<file path="config.mk">
export PLATFORM = sky130hd
export DESIGN_NAME = ixc_readback_9
export DESIGN_NICKNAME = d
export VERILOG_FILES = /design/src/rtl/ixc_readback_9.sv
export SDC_FILE = /design/constraint.sdc
export NUM_CORES = 1
export LEC_CHECK = 0
export ABC_AREA = 1
export CAP_MARGIN = 20
export CORE_MARGIN = 3
export CORE_UTILIZATION = 30
export CTS_BUF_LIST = sky130_fd_sc_hd__clkbuf_8 sky130_fd_sc_hd__clkbuf_16
export CTS_CLUSTER_DIAMETER = 50
export DETAILED_ROUTE_END_ITERATION = 7
export PLACE_DENSITY_LB_ADDON = 0.15
export RECOVER_POWER = 50
export SETUP_SLACK_MARGIN = 0.5
export SYNTH_ARGS = -nofsm -noshare
export SYNTH_HDL_FRONTEND = slang
export SYNTH_SLANG_ARGS = --single-unit
</file>
<file path="constraint.sdc">
create_clock -name clk -period 1.56 [get_ports clk]
set_input_delay 0.234 -clock clk [delete_from_list [all_inputs] [get_ports clk]]
set_output_delay 0.234 -clock clk [all_outputs]
set_load 0.02 [all_outputs]
</file>
<file path="src/rtl/ixc_readback_9.sv">
// ixc_readback_9: snapshots a WIDTH-bit net on req and streams it out LSB first, one bit per valid/ready handshake; define IXC_READBACK_PARITY_EN to append an even-parity bit
module ixc_readback_9 #(
  parameter int WIDTH = 9
) (
  input  logic             clk,
  input  logic             rst,
  input  logic [WIDTH-1:0] R,
  input  logic             req,
  output logic             busy,
  output logic [WIDTH-1:0] snap,
  output logic             sdo,
  output logic             sdo_valid,
  input  logic             sdo_ready,
  output logic             sdo_last,
  output logic             done,
  output logic             ovf
);
`ifdef IXC_READBACK_PARITY_EN
  localparam int LAST = WIDTH;
`else
  localparam int LAST = WIDTH - 1;
`endif
  localparam int IW = $clog2(WIDTH + 1);
  typedef enum logic {IDLE, SHIFT} state_t;
  state_t         state, state_nx;
  logic [IW-1:0]  idx;
  logic [WIDTH-1:0] sh;
  logic           fire, at_last, cur_bit;
  // next state and outputs decoded from registered state only; sdo_ready feeds only next-state
  always_comb begin
    at_last = idx == IW'(LAST);
    fire = (state == SHIFT) && sdo_ready;
    state_nx = (state == IDLE) ? (req ? SHIFT : IDLE) : ((fire && at_last) ? IDLE : SHIFT);
    sh = snap >> idx;
`ifdef IXC_READBACK_PARITY_EN
    cur_bit = at_last ? ^snap : sh[0];
`else
    cur_bit = sh[0];
`endif
    busy = state == SHIFT;
    sdo_valid = busy;
    sdo = busy & cur_bit;
    sdo_last = busy & at_last;
  end
  // state register
  always_ff @(posedge clk) begin
    if (rst) state <= IDLE;
    else state <= state_nx;
  end
  // capture, bit index, done pulse and sticky overflow; reset aborts any frame without done
  always_ff @(posedge clk) begin
    if (rst) begin
      snap <= '0;
      idx <= '0;
      ovf <= 1'b0;
      done <= 1'b0;
    end else begin
      done <= fire && at_last;
      if (state == IDLE && req) begin
        snap <= R;
        idx <= '0;
        ovf <= 1'b0;
      end
      if (state == SHIFT && req) ovf <= 1'b1;
      if (fire && !at_last) idx <= idx + IW'(1);
    end
  end
endmodule

</file>
==> flow_summary_export.csv, run 1 <==
group,metric,value,unit
outcome,outcome,"finished clean",
critical_path,cp.arrival,1.28,ns
sta,rsz0062_at_grt,"true",
critical_path,worstRegToRegCells,10,
placed_design,dp_cells,171,
layout,stdcell_count,179,
logic_synthesis,synth-simple-area-share,25.3,%
detailed_routing,drt-pass1-iter-count,4,
detailed_routing,wire_per_inst,11.7,microns
layout,drive_gt1_share,40.4,%
clock_network,clk_path_buf_depth,2,
critical_path,crit_path_max_fanout,7,
die,num_rows,17,
critical_path,r2r-start,"idx[0]$_SDFFE_PP0P_",
min_path,hold_class,"input pin to flop",
die,core,2300,sq um
clock_network,htreeDepth,1,
logic_synthesis,synth-seq-cells,16,
logic_synthesis,synthMuxAreaShare,0,%
global_route,grt-ovfl-total,0,
sta,setup_viol,0,
sta,max_slew_margin,81.2,%
clock_network,cts.sinks,16,
detailed_routing,drc,0,
logic_synthesis,yosysTopAreaCellShare,42.4,%
detailed_routing,wirelength,2.10,mm
logic_synthesis,synth.net_count,120,
die,die-area,3160,sq um
global_route,grt_pass1_vias,876,
global_route,antenna_found_initial,0,
die,die_h,56.2,microns
logic_synthesis,synth_top_family_by_area,"simple AND/OR/NAND/NOR gates",
sta,whs,0.366,ns
critical_path,startpoint_type,"flop",
detailed_routing,vias_per_cell,4.66,
layout,seq_area,330,sq um
layout,fillers,237,
logic_synthesis,synth_area_per_cell,7.20,sq um
clock_network,clk_pin_slew,0.07,ns
placed_design,numPortBuffers,27,
power_and_ir_drop,p_total,1.08,mW
critical_path,worstSetupPathType,"flop to output pin",
logic_synthesis,syn_inst,105,
logic_synthesis,netlist_area,756,sq um
clock_network,numCtsBuffers,3,
sta,drv_slew,0,
detailed_routing,drt_iter0_drc,16,
detailed_routing,antenna_left,0,
placed_design,place.gp.congestion,0.707,
sta,timing.final.crit_share,97.1,%
clock_network,cts_tree,"yes",
critical_path,crit_path_end_kind,"output pin",
logic_synthesis,synthAdderAreaFrac,3.31,%
die,io_pins,28,
detailed_routing,num_vias,835,
critical_path,crit_required,1.33,ns
sta,skew,0.00361,ns
sta,setup_tns,0,ns
sta,finalCriticalPeriod,1.52,ns
critical_path,reg2reg_setup_slack,0.14,ns
placed_design,pre_cts_ws,-0.186,ns
logic_synthesis,synth-seq-area-share,42.4,%
layout,nets,167,
clock_network,clk_latency,0.25,ns
logic_synthesis,synthXorXnorAreaFrac,0,%
critical_path,endpoint,"sdo_last",
power_and_ir_drop,leakage,0.540,nW
critical_path,r2r-end,"idx[1]$_SDFFE_PP0P_",
global_route,grt_max_degree,12,
layout,area_growth,75.2,%
sta,layout_setup_ws,0.0449,ns
logic_synthesis,synth_area_leader_cell,"dfxtp_1",
logic_synthesis,synth_compound_area_share,16.9,%
placed_design,dp_hpwl,1.47,mm
global_route,grt_pass1_wl,3.67,mm
logic_synthesis,synthTopCellsByArea,"dfxtp_1, a21oi_1, inv_1, o21ai_0, nand2_1",
sta,worst-slew-pin-transition,0.281,ns
sta,max_freq,0.660,GHz
clock_network,cts.root.buffer_cell,"clkbuf_8",
run,maxCapViolCount,0,
layout,n_antenna_cell,0,
power_and_ir_drop,cellPowerDensity,817,nW/um^2
layout,layout_common_cells,"nand2_1, inv_1, buf_6",
die,initial_utilization,32.9,%
layout,final_common_cell,"nand2_1",
critical_path,crit_start,"idx[0]$_SDFFE_PP0P_",
layout,multi_input_area,438,sq um
logic_synthesis,synth_warnings,0,
power_and_ir_drop,ir_worst_vdd,0.000381,V
logic_synthesis,synth.distinct_cells,21,
sta,finalHoldViolCount,0,
die,die_x,56.2,microns
global_route,grtUsageTotal,14.3,%
[synthesized netlist by cell type]
master / n
nor2_2: 1
o21a_1: 1
nor3_1: 1
clkbuf_1: 1
inv_2: 2
nand2_2: 2
o21ai_1: 1
ha_1: 2
clkbuf_2: 1
nand4_1: 1
buf_4: 1
o21ai_0: 11
nand3b_1: 1
nand3_1: 6
nand2_1: 14
a21oi_1: 12
dfxtp_1: 16
buf_6: 1
nor2_1: 13
inv_1: 15
nor2_4: 2
[power breakdown]
part           total (mW)  switching, mW  internal [mW]  leakage (nW)
clock               0.368          0.144          0.224        0.0288
sequential          0.451         0.0166          0.435         0.134
combinational       0.262          0.139          0.123         0.378
[flip-flops by register name, summed over array words and instances (netlist names)]
register and cells:
idx 4, snap 9, busy 1, ovf 1, done 1
[area by class of cell]
type,count,share of cell area (%)
Multi-Input combinational cell,68,33.1
Timing Repair Buffer,44,28.4
Sequential cell,16,25.0
Inverter,17,5.67
Clock buffer,4,4.16
Tap cell,28,2.65
Timing Repair inverter,2,1.13
[stage by stage]
step           util (%)  cell area [sq um]
6_report           57.6               1320
4_1_cts            56.2               1290
5_1_grt            57.6               1320
3_3_place_gp       51.5               1180
2_1_floorplan         -                802
3_5_place_dp       51.5               1180
[how the worst min path moves through the flow]
stage | depth (start not counted) | startpoint | slack [ns] | endpoint
global placement | 2 | idx[3]$_SDFFE_PP0P_ | 0.45 | idx[3]$_SDFFE_PP0P_
CTS | 2 | req | 0.37 | ovf$_SDFFE_PP0P_
global route | 2 | req | 0.37 | ovf$_SDFFE_PP0P_
finish | 2 | req | 0.37 | ovf$_SDFFE_PP0P_
detailed placement | 2 | idx[3]$_SDFFE_PP0P_ | 0.45 | idx[3]$_SDFFE_PP0P_
floorplan | 1 | rst | 0.30 | idx[1]$_SDFFE_PP0P_
[logic make-up after synthesis]
group,Yosys count
AND/OR/NAND/NOR,41
adder cells (fa/ha/maj),2
buffers and inverters,21
flip-flops,16
AO/OA/AOI/OAI,25
[layer usage]
layer | part of all wire, % | up-vias | GRT usage [%]
li1 | - | 423 | -
met1 | 44 | 388 | 17.0
met2 | 50 | 20 | 24.9
met3 | 4.6 | 4 | 3.25
met4 | 1.2 | 0 | 5.08
met5 | 0 | - | 0
[critical path: stages, from the launching register on]
cell,delay [ns]
dfxtp_4,0.37
inv_4,0.08
buf_4,0.11
ha_2,0.16
nand2_2,0.08
nor2_4,0.10
buf_6,0.12
[repair_timing]
item / in CTS / in global routing
resized for setup: 93 / 16
endpoints found under the setup margin: 31 / 24
hold buffers: 0 / 0
cloned: 1 / 1
pin swaps: 13 / 5
buffers inserted: 2 / 0
(Power assumes the default switching activity.)
==> run 2: changes to the inputs <==
--- a/config.mk
+++ b/config.mk
@@ -7,8 +7,11 @@
 export LEC_CHECK = 0
 export ABC_AREA = 1
 export CAP_MARGIN = 20
+export CELL_PAD_IN_SITES_DETAIL_PLACEMENT = 1
+export CELL_PAD_IN_SITES_GLOBAL_PLACEMENT = 1
+export CORE_ASPECT_RATIO = 0.5
 export CORE_MARGIN = 3
-export CORE_UTILIZATION = 30
+export CORE_UTILIZATION = 29
 export CTS_BUF_LIST = sky130_fd_sc_hd__clkbuf_8 sky130_fd_sc_hd__clkbuf_16
 export CTS_CLUSTER_DIAMETER = 50
 export DETAILED_ROUTE_END_ITERATION = 7
==> run 2 against run 1 <==
Net effect:
- the run now ends with setup timing left
- critical path type unchanged
- combinational power up 30%
- cell area up 12%
- sequential share of layout area down 2.2 points
==> flow_summary_export.csv, run 2 (synthesized netlist as in run 1, its figures left out) <==
group,metric,value,unit
sta,finalCriticalPeriod,1.58,ns
outcome,outcome,"finished, violations left",
detailed_routing,drt-pass1-iter-count,4,
die,io_pins,28,
layout,layout_common_cells,"buf_6, buf_4, inv_1, nand2_1",
layout,fin_util,63.5,%
critical_path,critPathMostFrequentCell,"nand3_2",
global_route,grt_pass1_wl,4.72,mm
placed_design,place.gp.congestion,0.774,
sta,max_slew_margin,57.1,%
placed_design,numPortBuffers,27,
critical_path,cpMaxStageDelayCell,"dfxtp_4",
placed_design,dp_hpwl,1.87,mm
layout,stdcell_count,195,
placed_design,dp_cells,187,
run,maxCapViolCount,0,
layout,largest_register,"snap",
sta,worst-slew-pin-transition,0.643,ns
sta,rsz0062_at_grt,"true",
placed_design,dpl_cell_area,1260,sq um
outcome,violations,"setup timing",
critical_path,crit_path_end_kind,"output pin",
clock_network,htreeDepth,1,
min_path,hold_class,"input pin to flop",
clock_network,cts.root.buffer_cell,"clkbuf_8",
critical_path,startpoint_type,"flop",
detailed_routing,wl_met1,1.41,mm
detailed_routing,highest_layer,"met4",
sta,finalHoldViolCount,0,
detailed_routing,antenna_left,0,
power_and_ir_drop,p_int,830,uW
power_and_ir_drop,cellPowerDensity,796,nW/um^2
critical_path,critPathTopFamily,"simple AND/OR/NAND/NOR gates",
power_and_ir_drop,p_clk_share,32.4,%
power_and_ir_drop,seqPwrFrac,38.8,%
power_and_ir_drop,switching_power,353,uW
critical_path,cp.arrival,1.35,ns
detailed_routing,wirelength,3.44,mm
power_and_ir_drop,leakage,0.633,nW
layout,area_growth,96.7,%
sta,setup_viol,1,
clock_network,clk_pin_slew,0.07,ns
clock_network,clk_path_buf_depth,2,
detailed_routing,wl_met3,158,microns
die,initial_utilization,32.3,%
critical_path,crit_path_max_fanout,7,
clock_network,cts.sinks,16,
sta,max_freq,0.632,GHz
detailed_routing,wire_per_inst,17.6,microns
global_route,grt_pass1_vias,926,
detailed_routing,drt_iter0_drc,16,
sta,skew,0.00163,ns
detailed_routing,num_vias,920,
global_route,grt_max_degree,12,
critical_path,crit_required,1.33,ns
global_route,grtUsageTotal,18.9,%
global_route,antenna_found_initial,0,
clock_network,cts_tree,"yes",
power_and_ir_drop,power_frac_comb,28.9,%
layout,largest_reg_flops,9,
die,core,2340,sq um
layout,final_common_cell,"buf_6",
layout,drive_gt1_share,51.9,%
layout,n_antenna_cell,0,
critical_path,crit_chain,"nor2_2 > nor2_1 > nand2_1 > nand3_2 > nand3_2 > a21oi_4 > buf_6",
die,die_h,42.1,microns
placed_design,pre_cts_ws,-0.202,ns
clock_network,clk_latency,0.26,ns
critical_path,worstSetupPathType,"flop to output pin",
sta,drv_slew,0,
layout,largestRegisters,"snap (9), idx (4)",
power_and_ir_drop,ir_worst_vdd,0.000598,V
sta,timing.final.crit_share,101,%
detailed_routing,wl_met2,1.84,mm
die,num_rows,12,
power_and_ir_drop,swShare,29.8,%
layout,nets,176,
die,die-area,3290,sq um
global_route,grt-ovfl-total,0,
die,die_x,78.2,microns
detailed_routing,vias_per_cell,4.72,
sta,layout_setup_ws,-0.0230,ns
detailed_routing,drc,0,
critical_path,cp.buffers_inverters,1,
layout,stdcell_area,1490,sq um
power_and_ir_drop,p_total,1.18,mW
critical_path,critPathMaxStageDelay,0.41,ns
clock_network,numCtsBuffers,3,
==> run 2: changes by cell type in the layout (fill, tap and decap cells not counted), sizes merged <==
cell / delta
buf: +15
clkbuf: -4
clkdlybuf4s25: -1
clkdlybuf4s50: +1
clkinvlp: -3
dlymetal6s2s: -1
inv: +2
==> run 2: final cells by class <==
| cell class | instances | area, sq um |
|---|---|---|
| inverter | 17 | 81.3 |
| sequential | 16 | 338 |
| timing repair buffer | 54 | 498 |
| timing repair inverter | 1 | 8.76 |
| tap | 35 | 43.8 |
| fill | 284 | 856 |
| clock buffer | 4 | 55.1 |
| multi-input combinational | 68 | 462 |
==> run 2: metal layers <==
metal | GRT usage (%) | vias to the layer above
met5 | 0 | -
met4 | 5.92 | 0
met3 | 5.79 | 4
li1 | - | 443
met1 | 21.6 | 449
met2 | 34.0 | 24
==> run 2: power by group through the flow <==
stage          Clock (mW)  Sequential (mW)  Combinational [mW]
2_1_floorplan           0            0.486              0.0959
3_3_place_gp            0            0.459               0.263
3_5_place_dp            0            0.461               0.268
4_1_cts             0.385            0.454               0.301
5_1_grt             0.416            0.462               0.363
6_report            0.383            0.458               0.341
==> run 2: worst paths after layout <==
kind	startpoint	to	slack, ns	cells after the start
max	idx[0]$_SDFFE_PP0P_	sdo	-0.02	7
min	req	ovf$_SDFFE_PP0P_	0.44	3
min reg2reg	ovf$_SDFFE_PP0P_	ovf$_SDFFE_PP0P_	0.47	1
max reg2reg	busy$_SDFF_PP0_	snap[4]$_SDFFE_PP0P_	0.06	6
==> run 2: per-stage QoR <==
stage               setup TNS, ns  hold slack (ns)
global placement           -0.333            0.443
floorplan                       0            0.303
CTS                             0            0.445
detailed placement         -0.374            0.453
global route               -0.189            0.453
finish                    -0.0230            0.442
==> run 2: tightest hold or removal path, delay by kind of cell <==
kind,cells,cell delay (ns)
buffers and inverters,2,0.35
AOI/OAI and AO/OA,1,0.09
==> run 2: repair_timing <==
action	in CTS	in global routing
setup buffers	2	1
endpoints found under the setup margin	31	27
pin swaps	10	3
resized for setup	108	34
gates cloned	1	0
hold buffers	0	0
==> run 3: changes to the inputs <==
--- a/config.mk
+++ b/config.mk
@@ -10,7 +10,6 @@
 export CELL_PAD_IN_SITES_DETAIL_PLACEMENT = 1
 export CELL_PAD_IN_SITES_GLOBAL_PLACEMENT = 1
 export CORE_ASPECT_RATIO = 0.5
-export CORE_MARGIN = 3
 export CORE_UTILIZATION = 29
 export CTS_BUF_LIST = sky130_fd_sc_hd__clkbuf_8 sky130_fd_sc_hd__clkbuf_16
 export CTS_CLUSTER_DIAMETER = 50
==> run 3 against run 2 <==
Net effect:
- the run still ends with setup timing left
- die area shrank 14%
- via count increased by 4.0%
- count of clock-buffer cells in the layout unchanged
- sequential power barely moved
- setup slack got worse by 0.017 ns
- power up 2.1%
- critical path depth did not move
- combinational power grew 4%
- sequential share of layout area decreased by 1.2 points
- wire length rose by 0.55%
- critical endpoint unchanged
- cell area grew 6.1%
- hold slack worse by 0.068 ns
==> flow_summary_export.csv, run 3 (synthesized netlist as in run 1, its figures left out) <==
group,metric,value,unit
clock_network,cts.sinks,16,
critical_path,critPathMaxStageDelay,0.40,ns
die,core,2340,sq um
critical_path,crit_path_end_kind,"output pin",
sta,setup_tns,-0.0400,ns
clock_network,cts_tree,"yes",
critical_path,cpMaxStageDelayCell,"dfxtp_4",
die,die_h,38.1,microns
sta,drv_slew,0,
die,num_rows,12,
power_and_ir_drop,p_int,840,uW
critical_path,endpoint,"sdo",
clock_network,clk_path_buf_depth,2,
layout,stdcell_count,200,
sta,timing.final.crit_share,103,%
layout,largest_register,"snap",
die,die_x,74.2,microns
sta,max_slew_margin,77.5,%
power_and_ir_drop,p_clk_share,32.5,%
global_route,grt_max_degree,12,
critical_path,startpoint_type,"flop",
clock_network,numCtsBuffers,3,
layout,largest_reg_flops,9,
layout,layout_common_cells,"buf_6, buf_4, inv_1, nand2_1, dfxtp_2",
layout,fin_util,67.3,%
power_and_ir_drop,p_total,1.21,mW
layout,seq_area,339,sq um
layout,nets,181,
sta,skew,0.00502,ns
power_and_ir_drop,power_frac_comb,29.5,%
global_route,grt-ovfl-total,0,
layout,largestRegisters,"snap (9), idx (4)",
critical_path,cp.buffers_inverters,1,
outcome,violations,"setup timing",
critical_path,r2r-end,"idx[3]$_SDFFE_PP0P_",
sta,max_freq,0.625,GHz
placed_design,dp_hpwl,1.78,mm
critical_path,worstSetupPathType,"flop to output pin",
sta,layout_setup_ws,-0.0400,ns
detailed_routing,drt-pass1-iter-count,4,
die,die-area,2830,sq um
detailed_routing,wire_per_inst,17.3,microns
detailed_routing,wirelength,3.46,mm
sta,setup_viol,1,
critical_path,critPathTopFamily,"simple AND/OR/NAND/NOR gates",
detailed_routing,antenna_left,0,
critical_path,r2r-start,"idx[0]$_SDFFE_PP0P_",
detailed_routing,drc,0,
clock_network,clk_latency,0.26,ns
layout,area_growth,109,%
layout,multi_input_area,495,sq um
clock_network,htreeDepth,1,
die,initial_utilization,32.3,%
layout,n_antenna_cell,0,
global_route,grtUsageTotal,22.3,%
min_path,hold_path_depth,2,
detailed_routing,vias_per_cell,4.79,
layout,fillers,267,
power_and_ir_drop,leakage,0.672,nW
critical_path,crit_chain,"nor2_1 > nor2_1 > nand2_1 > nand3_2 > nand3_2 > a21oi_4 > buf_6",
critical_path,crit_start,"idx[0]$_SDFFE_PP0P_",
clock_network,cts.root.buffer_cell,"clkbuf_8",
critical_path,crit_path_max_fanout,7,
placed_design,dp_cells,187,
power_and_ir_drop,seqPwrFrac,38.0,%
power_and_ir_drop,cellPowerDensity,766,nW/um^2
sta,finalCriticalPeriod,1.60,ns
power_and_ir_drop,ir_worst_vdd,0.000436,V
critical_path,cp.arrival,1.37,ns
detailed_routing,num_vias,957,
critical_path,crit_required,1.33,ns
outcome,outcome,"finished, violations left",
detailed_routing,drt_iter0_drc,50,
sta,worst-slew-pin-transition,0.335,ns
power_and_ir_drop,switching_power,368,uW
critical_path,critical_path_depth,7,
global_route,grt_pass1_wl,4.42,mm
critical_path,worstRegToRegCells,10,
placed_design,numPortBuffers,27,
die,io_pins,28,
placed_design,place.gp.congestion,0.769,
critical_path,reg2reg_setup_slack,0.12,ns
min_path,hold_class,"input pin to flop",
layout,drive_gt1_share,57.0,%
sta,finalHoldViolCount,0,
global_route,antenna_found_initial,0,
run,maxCapViolCount,0,
clock_network,clk_pin_slew,0.07,ns
global_route,grt_pass1_vias,896,
sta,rsz0062_at_grt,"true",
power_and_ir_drop,swShare,30.5,%
layout,final_common_cell,"buf_6",
-- run 3: final cells by class --
type                       count  share of cell area [%]
sequential                    16                    21.5
timing repair buffer          58                    34.7
timing repair inverter         2                   0.714
tap                           35                    2.78
multi-input combinational     68                    31.4
clock buffer                   4                    3.49
inverter                      17                    5.40
-- run 3: worst reg2reg max path: stages (launching register included) --
cell and delay, ns:
dfxtp_4 0.38, inv_4 0.08, buf_4 0.14, ha_4 0.14, nand2_4 0.06, buf_6 0.13, nand2_8 0.07, inv_4 0.05
nor2_4 0.14, nand2_1 0.08, a21oi_1 0.11
-- run 3: power groups by stage --
| stage | registers [mW] | logic [mW] | clock network, mW |
|---|---|---|---|
| floorplan | 0.486 | 0.0959 | 0 |
| global placement | 0.459 | 0.260 | 0 |
| detailed placement | 0.461 | 0.266 | 0 |
| CTS | 0.454 | 0.297 | 0.389 |
| global route | 0.461 | 0.380 | 0.416 |
| finish | 0.459 | 0.356 | 0.393 |
-- run 3: how the worst min path moves through the flow --
| stage | slack (ns) | start | end |
|---|---|---|---|
| 3_5_place_dp | 0.45 | ovf$_SDFFE_PP0P_ | ovf$_SDFFE_PP0P_ |
| 6_report | 0.37 | req | ovf$_SDFFE_PP0P_ |
| 5_1_grt | 0.39 | req | ovf$_SDFFE_PP0P_ |
| 3_3_place_gp | 0.44 | idx[3]$_SDFFE_PP0P_ | idx[3]$_SDFFE_PP0P_ |
| 2_1_floorplan | 0.30 | rst | idx[1]$_SDFFE_PP0P_ |
| 4_1_cts | 0.35 | req | ovf$_SDFFE_PP0P_ |
-- run 3: routing by layer --
metal  part of all wire (%)  wire length, microns  global-route usage [%]
met1                     42                  1460                    27.2
met2                     50                  1710                    38.6
met3                    5.4                   186                    6.84
met4                    2.8                    97                    6.25
met5                      0                     0                       0
-- run 3: per-stage QoR --
stage / setup WS (ns) / cell area (sq um) / hold WS, ns
global placement: -0.171 / 1260 / 0.444
floorplan: 0.327 / 802 / 0.303
global route: -0.125 / 1580 / 0.389
CTS: 0.0251 / 1410 / 0.345
finish: -0.0400 / 1580 / 0.374
detailed placement: -0.229 / 1260 / 0.454
-- run 3: timing repair --
| action | in CTS | in global routing |
|---|---|---|
| setup endpoints to repair | 31 | 29 |
| gates cloned | 1 | 1 |
| pin swaps | 9 | 10 |
| gates resized for setup | 107 | 40 |
| hold buffers | 0 | 0 |
| buffers inserted | 3 | 4 |
